**src/rtl/multdiv_pkg.sv**
```systemverilog
// Shared types for the multdiv unit: FSM states, default width and Booth op encoding.
package multdiv_pkg;

  localparam int MULT_WIDTH = 32;

  typedef enum logic [1:0] {
    IDLE,
    RUN,
    DONE
  } state_t;

  typedef enum logic [1:0] {
    BOOTH_NOP,
    BOOTH_ADD,
    BOOTH_SUB
  } booth_op_t;

  // Pair is {Q0, Q-1}: 01 ends a run of ones (add), 10 starts one (subtract).
  function automatic booth_op_t booth_decode(input logic [1:0] pair);
    case (pair)
      2'b01:   return BOOTH_ADD;
      2'b10:   return BOOTH_SUB;
      default: return BOOTH_NOP;
    endcase
  endfunction

endpackage

```
**src/rtl/booth_step.sv**
```systemverilog
// One radix-2 Booth iteration: conditional add/sub of M into acc, then arithmetic
// shift right of {acc, Q, Q-1}. Purely combinational.
module booth_step
  import multdiv_pkg::*;
#(
  parameter int WIDTH = MULT_WIDTH
) (
  input  logic [WIDTH:0]   acc,
  input  logic [WIDTH-1:0] q,
  input  logic             q_m1,
  input  logic [WIDTH-1:0] m,
  output logic [WIDTH:0]   acc_next,
  output logic [WIDTH-1:0] q_next,
  output logic             q_m1_next
);

  booth_op_t      op;
  logic [WIDTH:0] m_ext;
  logic [WIDTH:0] sum;

  always_comb begin
    op    = booth_decode({q[0], q_m1});
    m_ext = {m[WIDTH-1], m};
    case (op)
      BOOTH_ADD: sum = acc + m_ext;
      BOOTH_SUB: sum = acc - m_ext;
      default:   sum = acc;
    endcase
  end

  assign acc_next  = {sum[WIDTH], sum[WIDTH:1]};
  assign q_next    = {sum[0], q[WIDTH-1:1]};
  assign q_m1_next = q[0];

endmodule

```
**src/rtl/booth_multiply.sv**
```systemverilog
// Sequential signed radix-2 Booth multiplier, WIDTH cycles from do_mult to value_ready.
// Define MULT_HI_EN to expose the upper product half on out_hi.
module booth_multiply
  import multdiv_pkg::*;
#(
  parameter int WIDTH = MULT_WIDTH
) (
  input  logic             clk,
  input  logic             resetn,
  input  logic [WIDTH-1:0] A,
  input  logic [WIDTH-1:0] B,
  input  logic             do_mult,
  output logic             busy,
  output logic             value_ready,
  output logic             exception,
`ifdef MULT_HI_EN
  output logic [WIDTH-1:0] out_hi,
`endif
  output logic [WIDTH-1:0] out
);

  localparam int             CNT_W = $clog2(WIDTH) + 1;
  localparam logic [CNT_W-1:0] LAST  = CNT_W'(WIDTH - 1);

  state_t           state;
  logic [CNT_W-1:0] counter;
  logic [WIDTH-1:0] m_reg;
  logic [WIDTH:0]   acc;
  logic [WIDTH-1:0] q;
  logic             q_m1;

  logic [WIDTH:0]   acc_nx;
  logic [WIDTH-1:0] q_nx;
  logic             q_m1_nx;

  booth_step #(.WIDTH(WIDTH)) u_step (
    .acc       (acc),
    .q         (q),
    .q_m1      (q_m1),
    .m         (m_reg),
    .acc_next  (acc_nx),
    .q_next    (q_nx),
    .q_m1_next (q_m1_nx)
  );

  always_ff @(posedge clk or negedge resetn) begin
    if (!resetn) begin
      state       <= IDLE;
      busy        <= 1'b0;
      value_ready <= 1'b0;
      exception   <= 1'b0;
      out         <= '0;
`ifdef MULT_HI_EN
      out_hi      <= '0;
`endif
      counter     <= '0;
      m_reg       <= '0;
      acc         <= '0;
      q           <= '0;
      q_m1        <= 1'b0;
    end else begin
      value_ready <= 1'b0;
      // A new start wins in every state, which also aborts a running operation.
      if (do_mult) begin
        m_reg     <= A;
        acc       <= '0;
        q         <= B;
        q_m1      <= 1'b0;
        counter   <= '0;
        state     <= RUN;
        busy      <= 1'b1;
        exception <= 1'b0;
      end else begin
        case (state)
          RUN: begin
            acc     <= acc_nx;
            q       <= q_nx;
            q_m1    <= q_m1_nx;
            counter <= counter + 1'b1;
            if (counter == LAST) begin
              state       <= DONE;
              busy        <= 1'b0;
              value_ready <= 1'b1;
              out         <= q_nx;
`ifdef MULT_HI_EN
              out_hi      <= acc_nx[WIDTH-1:0];
`endif
              // Product fits iff the upper half is pure sign extension of the lower half.
              exception   <= (acc_nx[WIDTH-1:0] != {WIDTH{q_nx[WIDTH-1]}});
            end
          end
          DONE:    state <= IDLE;
          default: state <= IDLE;
        endcase
      end
    end
  end

endmodule

```
**config.mk**
```make
export PLATFORM = sky130hd
export DESIGN_NAME = booth_multiply
export DESIGN_NICKNAME = d
export VERILOG_FILES = /design/src/rtl/multdiv_pkg.sv /design/src/rtl/booth_step.sv /design/src/rtl/booth_multiply.sv
export SDC_FILE = /design/constraint.sdc
export NUM_CORES = 1
export LEC_CHECK = 0
export BUFFER_PORTS_ARGS = -buffer_cell sky130_fd_sc_hd__buf_4
export CAP_MARGIN = 5
export CELL_PAD_IN_SITES_DETAIL_PLACEMENT = 0
export CELL_PAD_IN_SITES_GLOBAL_PLACEMENT = 2
export CORE_AREA = 2 2 150 152
export DETAILED_ROUTE_END_ITERATION = 16
export DIE_AREA = 0 0 152 154
export GPL_ROUTABILITY_DRIVEN = 1
export PLACE_DENSITY = 0.95
export SLEW_MARGIN = 5
export SYNTH_ARGS = -nofsm -noshare
export SYNTH_HDL_FRONTEND = slang
export SYNTH_SLANG_ARGS = --single-unit
```
**constraint.sdc**
```tcl
create_clock -name clk -period 15.6 [get_ports clk]
set_clock_uncertainty 0.15 [all_clocks]
set_input_delay 0.78 -clock clk [delete_from_list [all_inputs] [get_ports clk]]
set_output_delay 0.78 -clock clk [all_outputs]
set_load 0.005 [all_outputs]
```
==> After elaboration in Yosys (flattened, before gate mapping) <==
Index checks and enable logic that the tools add are counted.
Widths: inputs -> output; s select.
{ "totals": {"in_bits": 67, "ff_bits": 141} }
{ "op_classes": {"n_bitwise": 1, "n_reduce_logical": 4, "mux": 22, "n_addsub": 3, "n_eq_ne": 8} }
{ "ops": {"columns": ["op", "n"], "rows": [
  ["$mux 33", 2],
  ["$pmux 33 s2", 1],
  ["$mux 32", 2],
  ["$add 33x33->33", 1],
  ["$sub 33x33->33", 1],
  ["$ne 32x32->1", 1],
  ["$mux 6", 2],
  ["$mux 1", 11],
  ["$add 6x1->6 const B", 1],
  ["$eq 2x1->1 const B", 3],
  ["$eq 6x5->1 const B", 1],
  ["$mux 2", 3],
  ["$eq 2x2->1 const B", 2],
  ["$pmux 2 s2", 1],
  ["$reduce_bool 2->1", 2],
  ["$ne 3x3->1 const B", 1],
  ["$reduce_and 3->1", 1],
  ["$reduce_and 2->1", 1],
  ["$not 1->1", 1]
]} }

==> Depth between registers and ports, before layout <==
Gate-level depths: netlist of run 1.
{ "logic_depth": {"depth_word": 8, "depth_mapped": 21, "depth_no_buf": 21} }

==> Cells and area by module <==
From an unflattened synthesis of run 1, not the netlist that was laid out.
{ "hier_totals": {"cells_unflattened": 978, "area_unflattened_um2": 9022.4} }
{ "by_module_without_submodules": {"columns": ["module", "instances", "cells_each", "area_each_um2"], "rows": [
  ["booth_multiply", 1, 499, 5938.2],
  ["booth_step", 1, 479, 3084.2]
]} }

==> Worst setup path before layout of run 1 <==
OpenSTA, ideal clock, no wires.
{ "synth_timing": {"kind": "register -> register", "startpoint": "reg m_reg[3]", "endpoint": "reg exception", "synth_period_minus_slack_ps": 4917, "stages_incl_launch_ff": 20, "setup_time_ps": 132, "path_buffers": 0, "t_arrival_ps": 4635, "slack_ps": 10683, "required_time_ps": 15318, "path_cell_list": "dfrtp_1 nor4_1 nor4b_1 nand2_1 nor2_1 nand2_1 nor3_1 nor2_1 xnor2_1 ha_1 a21o_1 a21oi_1 nor3b_1 o31ai_1 nor3_1 xor2_1 o2111ai_1 or4b_1 o31ai_2 a31oi_1"} }
{ "synth_between": {"elab_chain_cells": 6, "elab_cells_between_ends": 7, "classes_between": "2 x add/sub; 1 x eq/ne; 4 x mux"} }
{ "synth_lines": {"columns": ["item", "line", "text"], "rows": [
  ["start, declared", "booth_multiply.sv:27", "logic [WIDTH-1:0] m_reg;"],
  ["start signal, assigned", "booth_multiply.sv:57", "m_reg <= '0;"],
  ["start signal, assigned", "booth_multiply.sv:65", "m_reg <= A;"],
  ["$sub 33x33->33 / $add 33x33->33 (equally long branches)", "booth_step.sv:26, booth_step.sv:25", null],
  ["$pmux 33 s2 (*)", "booth_step.sv:24", "case (op)"],
  ["$ne 32x32->1 (*)", "booth_multiply.sv:89", "exception <= (acc_nx[WIDTH-1:0] != {WIDTH{q_nx[WIDTH-1]}});"],
  ["$mux 1 (*)", "booth_multiply.sv:80", "if (counter == LAST) begin"],
  ["$mux 1 (*)", "booth_multiply.sv:74", "case (state)"],
  ["$mux 1 (*)", "booth_multiply.sv:64", "if (do_mult) begin"],
  ["end signal, assigned", "booth_multiply.sv:89", null],
  ["end, declared", "booth_multiply.sv:15", "output logic exception,"]
]} }
Every way passes the cells marked *; elsewhere a longest branch is shown, timed or not. The select of a mux whose other input is x is not followed.
A chain may end at the register's enable or synchronous reset.

==> Final worst setup path of run 1 <==
Ends and elaborated chain as after synthesis.

==> results of run 1 <==
==> stage by stage <==
stage | std cells | area, um2 | setup WS, ns
floorplan | 935 | 8630 | 10.68
global placement | 1275 | 9640 | 9.83
detailed placement | 1275 | 9640 | 9.76
CTS | 1307 | 10300 | 9.72
global route | 1307 | 10300 | 9.16
finish | 1307 | 10300 | 9.76
==> synthesized netlist by cell type, types with 5 or more instances <==
master / n
mux2i_1: 36
or2_2: 5
a21o_1: 10
nor3_1: 24
nor2_1: 98
o21ai_1: 9
ha_1: 35
mux2_2: 62
o21bai_1: 6
a211oi_1: 16
nor2b_1: 7
or3_1: 8
a21oi_1: 68
clkbuf_1: 41
nand3_1: 12
o21a_1: 8
nand4_1: 15
dfrtp_1: 140
nor4_1: 10
o21ai_0: 63
inv_1: 19
xnor2_1: 41
nand2_1: 104
a31oi_1: 10
buf_1: 9
xor2_1: 15
==> power groups by stage <==
| stage | clock [W] | combinational (W) | sequential [W] |
|---|---|---|---|
| floorplan | 0 | 0.000426 | 0.000444 |
| global placement | 0 | 0.000549 | 0.000460 |
| detailed placement | 0 | 0.000547 | 0.000460 |
| CTS | 0.000423 | 0.000552 | 0.000453 |
| global route | 0.000439 | 0.000623 | 0.000460 |
| finish | 0.000413 | 0.000554 | 0.000454 |
==> area by class of cell <==
type / instances / share of cell area (%)
Clock inverter: 15 / 1.89
Inverter: 19 / 0.695
Timing Repair Buffer: 110 / 8.09
Multi-Input combinational cell: 726 / 47.6
Sequential cell: 140 / 34.2
Clock buffer: 17 / 4.15
Tap cell: 280 / 3.42
==> metal layers <==
metal  vias up  part of all wire (%)  global-route usage, %
met4         0                  0.70                   4.01
met5         -                     0                      0
met2       141                    45                   30.3
met3        13                   5.7                   5.24
met1      3370                    48                   26.2
li1       3524                     -                      -
==> kinds of logic (layout without fill, tap and decap cells) <==
group           Yosys count  after routing  share of synthesized area, %
buf+inv                  69            161                          3.00
compound gates          226            226                          16.4
xor+xnor                 56             56                          5.68
fa+ha+maj                36             36                          5.31
simple gates            309            309                          16.6
mux                      99             99                          12.4
flops                   140            140                          40.6
==> layout by cell type (no fill, tap or decap), types with 8 or more instances in the layout <==
master	instances
a21o_1	10
nand3_1	12
nand4_1	15
nor4_1	10
xnor2_1	41
a31oi_1	10
xor2_1	15
mux2_2	62
ha_1	35
o21ai_0	63
nand2_1	104
dfrtp_1	140
or3_1	8
inv_1	19
o21a_1	8
nor3_1	24
nor2_1	97
mux2i_1	36
clkbuf_16	17
buf_4	109
o21ai_1	9
a21oi_1	68
a211oi_1	16
==> how the worst max path moves through the flow <==
stage                        start        end  slack [ns]
after floorplan           m_reg[3]  exception       10.68
after detailed placement  m_reg[3]  exception        9.76
after global routing      m_reg[3]  exception        9.16
after CTS                 m_reg[3]  exception        9.72
final                     m_reg[3]  exception        9.76
after global placement    m_reg[3]  exception        9.83
==> worst max-delay path, cell delays in order (launching register included) <==
cell and delay, ns:
dfrtp_1 0.42, nor4_1 0.65, nor4b_1 0.32, buf_4 0.19, nand2_1 0.05, nor2_1 0.46, nand2_1 0.17, nor3_1 0.32
nor2_1 0.09, xnor2_1 0.15, ha_1 0.38, a21o_1 0.19, a21oi_1 0.21, nor3b_1 0.33, o31ai_1 0.13, nor3_1 0.27
xor2_1 0.30, o2111ai_1 0.13, or4b_1 0.50, o31ai_2 0.18, a31oi_1 0.10
==> impl_results.md, run 1 <==
* Status: complete, no violations
* I/O Pins at 102
* R2R depth at 20
* EDFF count, synth at 0
* Seq/Total Area, Yosys at 40.6%
* CTS tree: done
* Filler cells at 2,067
* Primary FF master, synth: dfrtp_1
* Register Area at 0.00350 mm2
* Root Driver: clkbuf_16
* Pleak at 4.56 nW
* RSZ-0062 raised after global routing: false
* Least-Margin Pin Slew at 1.10 ns
* Post-CTS setup repair buffer count at 0
* Syn nets at 1,038
* Post-layout util at 47.3%
* Syn Inst Count at 935
* CP Class: flop to flop
* H-tree levels at 4
* GRT Total Usage at 19.1%
* Routed WL at 21,600 um
* Cts bufs inserted at 17
* Die Area at 0.0234 mm2
* CP Data Arrival Time at 5.99 ns
* CP Launch Type: flop
* Seq pwr share at 32.0%
* Initial antenna violation count at 0
* Setup TNS Final at 0 ns
* Final setup fails at 0
* Ratio of final minimum period to clock period at 37.4%
* Die Width at 152 um
* Placer congestion estimate at 0.908
* Max-Cap Viols at 0
* Top cells by area, synth: dfrtp_1, mux2_2, ha_1, nand2_1, nor2_1
* Clock transition at the registers of the reported paths at 0.07 ns
* Clock buffer depth at 2
* Initial DRC count at 420
* Fin nets at 1,117
* Sw Share at 40.1%
* Count of cell types in the netlist at 66
* Synth warn at 0
* Clock sinks at 140
* Power, Total at 0.00142 W
* Wire per inst at 16.5 um
* Power per cell area at 139 mW/mm2
* Type of the worst min-delay path: input port to asynchronous set/reset pin
* Logic gate share of total power at 39.0%
* Layout cell share with drive strength beyond 1 at 21.5%
* Int Power at 0.000851 W
* PortBufs at 101
* Net Switching at 0.000569 W
* Antenna viol nets, final at 0
* Rel. slew slack at 26.0%
* Hold-fix buffers at CTS at 0
* Vias/cell at 5.39
* Final hold slack at 0.223 ns
* Core Region at 0.0217 mm2
* Max FO, Critical Path at 8
* Top achievable clock speed at 0.171 GHz
* Routed via count at 7,048
* Syn avg cell area at 9.23 um2
* First-pass GRT wire length at 36,400 um
* Minimum clock period at 5.84 ns
* Slack of the worst reg-to-reg path at 9.76 ns
* Initial Util at 39.8%
* Post-synthesis register bit count at 140
* DP HPWL at 15,100 um
* Post-synth top area cell: dfrtp_1
* Clock Latency Late Sink at 0.44 ns
* R2R Path Start: m_reg[3]
* Async S/R FF share, synth at 100%
* Area Overhead vs Synth at 18.8%
* Fin. max-slew vios at 0
* Multi-input logic area at 0.00488 mm2
* DRC violations left at 0
* Number of global-route vias before repair at 7,104
* # diodes at 0
* Synth Cell Area at 0.00863 mm2
* Worst Setup End Kind: flop
* Worst reg2reg endpoint: exception
* Peak supply drop at 62.0 uV
* WP data required at 15.75 ns
* 1st-pass router iterations at 5
* Largest net degree at the start of global routing at 82
* Final hold vios at 0
* Die H at 154 um
* CTS resizes at 0
* Synth top area share at 40.6%
* FP Rows at 54
* Clock Power Share at 29.1%
* GRT Residual Overflow at 0
No activity file was read; power rests on OpenSTA's default activity.
==> run 2, diff against run 1 <==
Settings changed: ABC_AREA from default to 1, CORE_AREA 2 2 150 152 to 2 2 181 183, DIE_AREA 0 0 152 154 to 0 0 183 185, PLACE_DENSITY 0.95 to 0.86.
Clock period 15.6 ns to 5.2 ns, I/O delays scaled along.
==> impl_results.md, run 2 <==
* # diodes at 0 (unchanged)
* GRT Residual Overflow at 0 (unchanged)
* CP Launch Type: flop
* Peak supply drop at 237 uV (+280%)
* Final hold vios at 0 (unchanged)
* Initial antenna violation count at 0 (unchanged)
* Syn avg cell area at 6.69 um2 (-28%)
* Post-CTS setup repair buffer count at 0 (unchanged)
* Vias/cell at 4.65 (-14%)
* Syn Inst Count at 1,406 (+50%)
* Root Driver: clkbuf_16
* Most frequent cells in the layout: nand2_1, inv_1, dfrtp_1
* Die H at 185 um (+20%)
* First-pass GRT wire length at 49,600 um (+36%)
* I/O Pins at 102 (unchanged)
* FP Rows at 66 (+22%)
* Routed via count at 9,210 (+31%)
* Worst reg2reg endpoint: exception
* Type of the worst min-delay path: input port to asynchronous set/reset pin
* Initial Util at 29.4% (-10 points)
* Largest net degree at the start of global routing at 99 (+21%)
* Max-Cap Viols at 0 (unchanged)
* H-tree levels at 4 (unchanged)
* Number of global-route vias before repair at 9,364 (+32%)
* CTS tree: done
* Max FO, Critical Path at 5 (-3)
* Synth top area share at 37.2% (-3.4 points)
* Primary FF master, synth: dfrtp_1
* Seq/Total Area, Yosys at 37.2% (-3.4 points)
* CP Data Arrival Time at 4.68 ns (-1.31 ns)
* Post-synthesis register bit count at 140 (unchanged)
* Fin nets at 1,661 (+49%)
* PortBufs at 101 (unchanged)
* Pleak at 6.25 nW (+37%)
* Cts bufs inserted at 17 (unchanged)
* Least-Margin Pin Slew at 0.968 ns (-0.132 ns)
* R2R depth at 26 (+30%)
* Synth Cell Area at 0.00941 mm2 (+9.0%)
* Core Region at 0.0320 mm2 (+48%)
* DRC violations left at 0 (unchanged)
* Slack of the worst reg-to-reg path at 0.67 ns (-9.09 ns)
* Die Area at 0.0339 mm2 (+45%)
* GRT Total Usage at 18.6% (-0.45 points)
* Top cells by area, synth: dfrtp_1, nand2_1, inv_1, nand3_1, ha_1
* RSZ-0062 raised after global routing: false
* Placer congestion estimate at 0.870 (-4.3%)
* Top achievable clock speed at 0.221 GHz (+29%)
* Rel. slew slack at 35.4% (+9.5 points)
* Most common cell after layout, fill and taps aside: nand2_1
* Routed WL at 30,400 um (+41%)
* Worst Setup End Kind: flop
* Final setup fails at 0 (unchanged)
* Initial DRC count at 572 (+36%)
* Die Width at 183 um (+20%)
* Setup TNS Final at 0 ns (unchanged)
* EDFF count, synth at 0 (unchanged)
* Ratio of final minimum period to clock period at 87.1% (+50 points)
* Minimum clock period at 4.53 ns (-1.31 ns)
* WP data required at 5.35 ns (-10.40 ns)
* Most common cell in the netlist: nand2_1
* Antenna viol nets, final at 0 (unchanged)
* Power, Total at 0.00426 W (+200%)
* R2R Path Start: m_reg[1]
* Clock sinks at 140 (unchanged)
* Commonest cells post-synth: nand2_1, inv_1, dfrtp_1
* Syn nets at 1,509 (+45%)
* Async S/R FF share, synth at 100% (unchanged)
* Clock transition at the registers of the reported paths at 0.07 ns (about the same)
* Fin. max-slew vios at 0 (unchanged)
* Layout cell share with drive strength beyond 1 at 10.7% (-11 points)
* Status: complete, no violations
* Area Overhead vs Synth at 25.8%
* Clock Latency Late Sink at 0.43 ns (about the same)
* CP Class: flop to flop
* Clock buffer depth at 2 (unchanged)
* Count of cell types in the netlist at 43 (-35%)
* Post-synth top area cell: dfrtp_1
* Power per cell area at 360 mW/mm2 (+160%)
* DP HPWL at 23,000 um (+53%)
* Wire per inst at 15.4 um (-6.9%)
* 1st-pass router iterations at 5 (unchanged)
* Synth warn at 0 (unchanged)
run 2: worst max path at each step:
stage                     startpoint        end  cells after the start
after floorplan             m_reg[3]  exception                     27
final                       m_reg[1]  exception                     26
after global placement      m_reg[0]  exception                     26
after global routing        m_reg[0]  exception                     26
after detailed placement    m_reg[0]  exception                     26
after CTS                   m_reg[0]  exception                     26
run 2: cells by family (layout without fill, tap and decap cells):
kind of cell | after synthesis | count (layout) | synth area share, %
buffers and inverters | 282 | 447 | 11.3
xor gates and xnor gates | 30 | 30 | 2.79
DFF | 140 | 140 | 37.2
and+or+nand+nor | 735 | 735 | 32.4
adders and majority gates | 36 | 36 | 4.87
AOI/OAI and AO/OA | 183 | 183 | 11.4
run 2: what timing repair did:
| item | in CTS | in global routing |
|---|---|---|
| endpoints found under the hold margin | 161 | 0 |
| hold buffers | 65 | 0 |
| resized for setup | 0 | 0 |
run 2: critical path, stage by stage (launching register included):
cell     delay [ns]
dfrtp_1        0.40
inv_1          0.09
ha_1           0.19
nand3_1        0.16
nor3_2         0.30
inv_1          0.09
nor2_1         0.19
nand2_1        0.12
o31ai_2        0.23
o21ai_0        0.20
xor2_1         0.19
ha_1           0.40
inv_1          0.08
nor3_1         0.35
nand2_1        0.17
nor2_1         0.18
nand2_1        0.13
nand3_1        0.10
nand3_1        0.08
nand2_1        0.12
nand2_1        0.06
inv_1          0.05
nand4_1        0.07
nand2_1        0.11
nand2_1        0.07
nand2_1        0.06
nand2_1        0.05
run 2: power breakdown:
| group | total (W) | internal [W] | leakage [nW] | switching, W |
|---|---|---|---|---|
| Clock | 0.00125 | 0.000688 | 0.292 | 0.000559 |
| Sequential | 0.00129 | 0.00120 | 1.75 | 0.0000832 |
| Combinational | 0.00173 | 0.000583 | 4.21 | 0.00114 |
| Total | 0.00426 | 0.00247 | 6.25 | 0.00179 |
run 2: layer usage:
metal	up-vias	wire, um	track usage [%]
met1	4245	14300	24.8
met5	-	0	0
met3	26	1330	3.19
li1	4731	-	-
met4	0	350	4.51
met2	208	14400	31.5
run 2: final cells by class:
class | instances | area [um2]
Fill cell | 3484 | 20200
Multi-Input combinational cell | 984 | 4850
Sequential cell | 140 | 3500
Timing Repair Buffer | 174 | 1470
Inverter | 241 | 905
Tap cell | 408 | 510
Clock buffer | 17 | 425
Clock inverter | 15 | 174
run 2: stage by stage:
stage,worst slack (ns),hold WS [ns],cell area (um2),utilization (%),std cells
after global placement,0.712,0.288,10600,33.0,1882
after floorplan,1.71,-0.186,9410,-,1406
after CTS,0.647,0.299,11800,36.9,1979
after detailed placement,0.683,0.277,10600,33.0,1882
after global routing,0.313,0.351,11800,36.9,1979
final,0.672,0.302,11800,36.9,1979
==> run 3, diff against run 2 <==
Settings changed: CTS_CLUSTER_SIZE from default to 10, SLEW_MARGIN 5 to 20.
Clock period 5.2 ns to 3.93 ns, I/O delays scaled along.
==> impl_results.md, run 3 (same netlist as run 2, synthesis figures left out) <==
* Status: complete, but fails checks
* Violated checks: negative setup slack
* Met3 routed WL at 1330 um (-0.45%)
* Number of cells on the critical path at 26 (unchanged)
* Dpl cells at 1,964 (+4.4%)
* Slowest-stage cell, CP: ha_2
* # diodes at 0 (unchanged)
* Slack of the worst reg-to-reg path at -0.03 ns (-0.70 ns)
* Final hold vios at 0 (unchanged)
* WP data required at 4.08 ns (-1.27 ns)
* Final setup margin at -0.0318 ns (-0.704 ns)
* Power, Total at 0.00618 W (+45%)
* Max incr delay on CP at 0.42 ns (+0.02 ns)
* WL met2 at 14,900 um (+3.6%)
* Max-Cap Viols at 0 (unchanged)
* Pleak at 6.75 nW (+8.0%)
* I/O Pins at 102 (unchanged)
* Power per cell area at 479 mW/mm2 (+33%)
* Cts bufs inserted at 17 (unchanged)
* GRT Total Usage at 18.8% (+0.12 points)
* Crit. Startpoint: m_reg[0]
* Core Region at 0.0320 mm2 (unchanged)
* Antenna viol nets, final at 0 (unchanged)
* M1 wire length at 14,500 um (+1.9%)
* FP Rows at 66 (unchanged)
* Hold Path Stages at 3
* Worst Setup End Kind: flop
* Placer congestion estimate at 0.890 (+2.3%)
* Most frequent cell on the critical path: nand2_1
* Fin nets at 1,757 (+5.8%)
* RSZ-0062 raised after global routing: true
* CP Launch Type: flop
* Ratio of final minimum period to clock period at 101% (+14 points)
* Fin. max-slew vios at 0 (unchanged)
* Vias/cell at 4.64 (-0.36%)
* Most common cell after layout, fill and taps aside: nand2_1
* Initial Util at 29.4% (unchanged)
* Worst reg2reg endpoint: exception
* Hold Startpoint: do_mult
* CP Class: flop to flop
* Wire per inst at 15.1 um (-1.9%)
* Most frequent cells in the layout: nand2_1, inv_1, buf_4
* R2R depth at 26 (unchanged)
* Top cell family by delay on the critical path: simple AND/OR/NAND/NOR gates
* Max Used Layer: met4
* Least-Margin Pin Slew at 0.923 ns (-0.0455 ns)
* Die Width at 183 um (unchanged)
* Routed WL at 31,300 um (+2.9%)
* CP Data Arrival Time at 4.11 ns (-0.57 ns)
* DP HPWL at 23,400 um (+1.7%)
* Die H at 185 um (unchanged)
* Clock Latency Late Sink at 0.43 ns (about the same)
* Clock buffer depth at 2 (unchanged)
* Final setup fails at 1 (+1)
* GRT Residual Overflow at 0 (unchanged)
* Largest net degree at the start of global routing at 108 (+9.1%)
* Initial antenna violation count at 0 (unchanged)
* PortBufs at 101 (unchanged)
* Peak supply drop at 304 uV (+28%)
* Top achievable clock speed at 0.252 GHz (+14%)
* Hold path endpoint: m_reg[7]
* Type of the worst min-delay path: input port to flop
* Max FO, Critical Path at 4 (-1)
* Clock transition at the registers of the reported paths at 0.06 ns (about the same)
* Initial DRC count at 531 (-7.2%)
* Layout cell share with drive strength beyond 1 at 19.0% (+8.3 points)
* Root Driver: clkbuf_16
* Area Overhead vs Synth at 37.1%
* Number of global-route vias before repair at 9,563 (+2.1%)
* DRC violations left at 0 (unchanged)
* Clock sinks at 140 (unchanged)
* Post-Layout Cell Count at 2,075 (+4.9%)
* Rel. slew slack at 38.5% (+3.0 points)
* Crit path buffers/inverters at 1 (-3)
* CTS tree: done
* Minimum clock period at 3.96 ns (-0.566 ns)
* Die Area at 0.0339 mm2 (unchanged)
* Post-layout util at 40.3% (+3.3 points)
* Routed via count at 9,622 (+4.5%)
* R2R Path Start: m_reg[0]
* H-tree levels at 4 (unchanged)
* 1st-pass router iterations at 4 (-1)
* First-pass GRT wire length at 50,000 um (+0.79%)
==> run 3: changes by cell type in the layout (fill, tap and decap cells not counted), moves of 4 or more <==
cell | previous run | this run
buf_4 | 108 | 201
nand2_1 | 487 | 474
nor2_1 | 98 | 85
nand2_2 | 5 | 17
nor2_2 | 6 | 16
ha_1 | 35 | 26
a21oi_1 | 29 | 21
a21oi_2 | 0 | 8
ha_4 | 0 | 7
nand3_1 | 91 | 86
inv_6 | 7 | 3
nor3_4 | 0 | 4
==> run 3: worst register-to-register path, cell delays in order (launching register included) <==
cell and delay, ns:
dfrtp_1 0.40, nor2_2 0.15, nand3_2 0.11, nor3_4 0.15, nand3_2 0.12, nor3_4 0.16, nand2_2 0.12, nor2_4 0.18
buf_4 0.16, a21oi_1 0.07, xor2_1 0.16, ha_2 0.42, nand2_2 0.11, nor2_2 0.19, nand2_1 0.14, nor2_1 0.12
nand2_1 0.07, nand4_1 0.09, nand3_1 0.11, nand2_1 0.14, nand2_1 0.07, nor2_1 0.10, nand2_1 0.05, a21oi_1 0.13
nand2_1 0.06, nand2_1 0.05, nand2_1 0.05
==> run 3: routing by layer <==
metal  GRT usage (%)  vias up
met5               0        -
met4            4.86        0
met3            3.32       35
met1            24.7     4474
met2            31.8      181
li1                -     4932
==> run 3: how the worst max path moves through the flow <==
stage	end	slack (ns)
2_1_floorplan	exception	0.44
5_1_grt	exception	-0.41
3_3_place_gp	exception	-0.21
6_report	exception	-0.03
4_1_cts	exception	-0.06
3_5_place_dp	exception	-0.24
==> run 3: power breakdown <==
part	switching [W]	internal, W
combinational	0.00168	0.00111
sequential	0.000116	0.00159
clock	0.000663	0.00102
total	0.00246	0.00372
==> run 3: per-stage QoR <==
step	instance area (um2)	worst slack, ns	TNS, ns	hold slack, ns
3_3_place_gp	11200	-0.211	-0.211	0.249
2_1_floorplan	9410	0.441	0	-0.249
5_1_grt	12900	-0.413	-0.707	0.0438
4_1_cts	12700	-0.0566	-0.0566	0.000421
6_report	12900	-0.0318	-0.0318	0.0196
3_5_place_dp	11200	-0.238	-0.238	0.252
==> run 3: repair_timing <==
action / 4_1_cts / 5_1_grt
buffers inserted: 2 / 9
gates resized for setup: 38 / 34
setup endpoints to repair: 1 / 10
pin swaps: 9 / 9
hold endpoints to repair: 169 / 0
cloned: 0 / 0
hold buffers: 68 / 0
==> run 3: final cells by class <==
type / instances / area [um2]
Multi-Input combinational cell: 984 / 5170
Timing Repair Buffer: 270 / 2200
Inverter: 241 / 905
Tap cell: 408 / 510
Clock inverter: 13 / 164
Sequential cell: 140 / 3500
Fill cell: 3325 / 19100
Clock buffer: 19 / 443
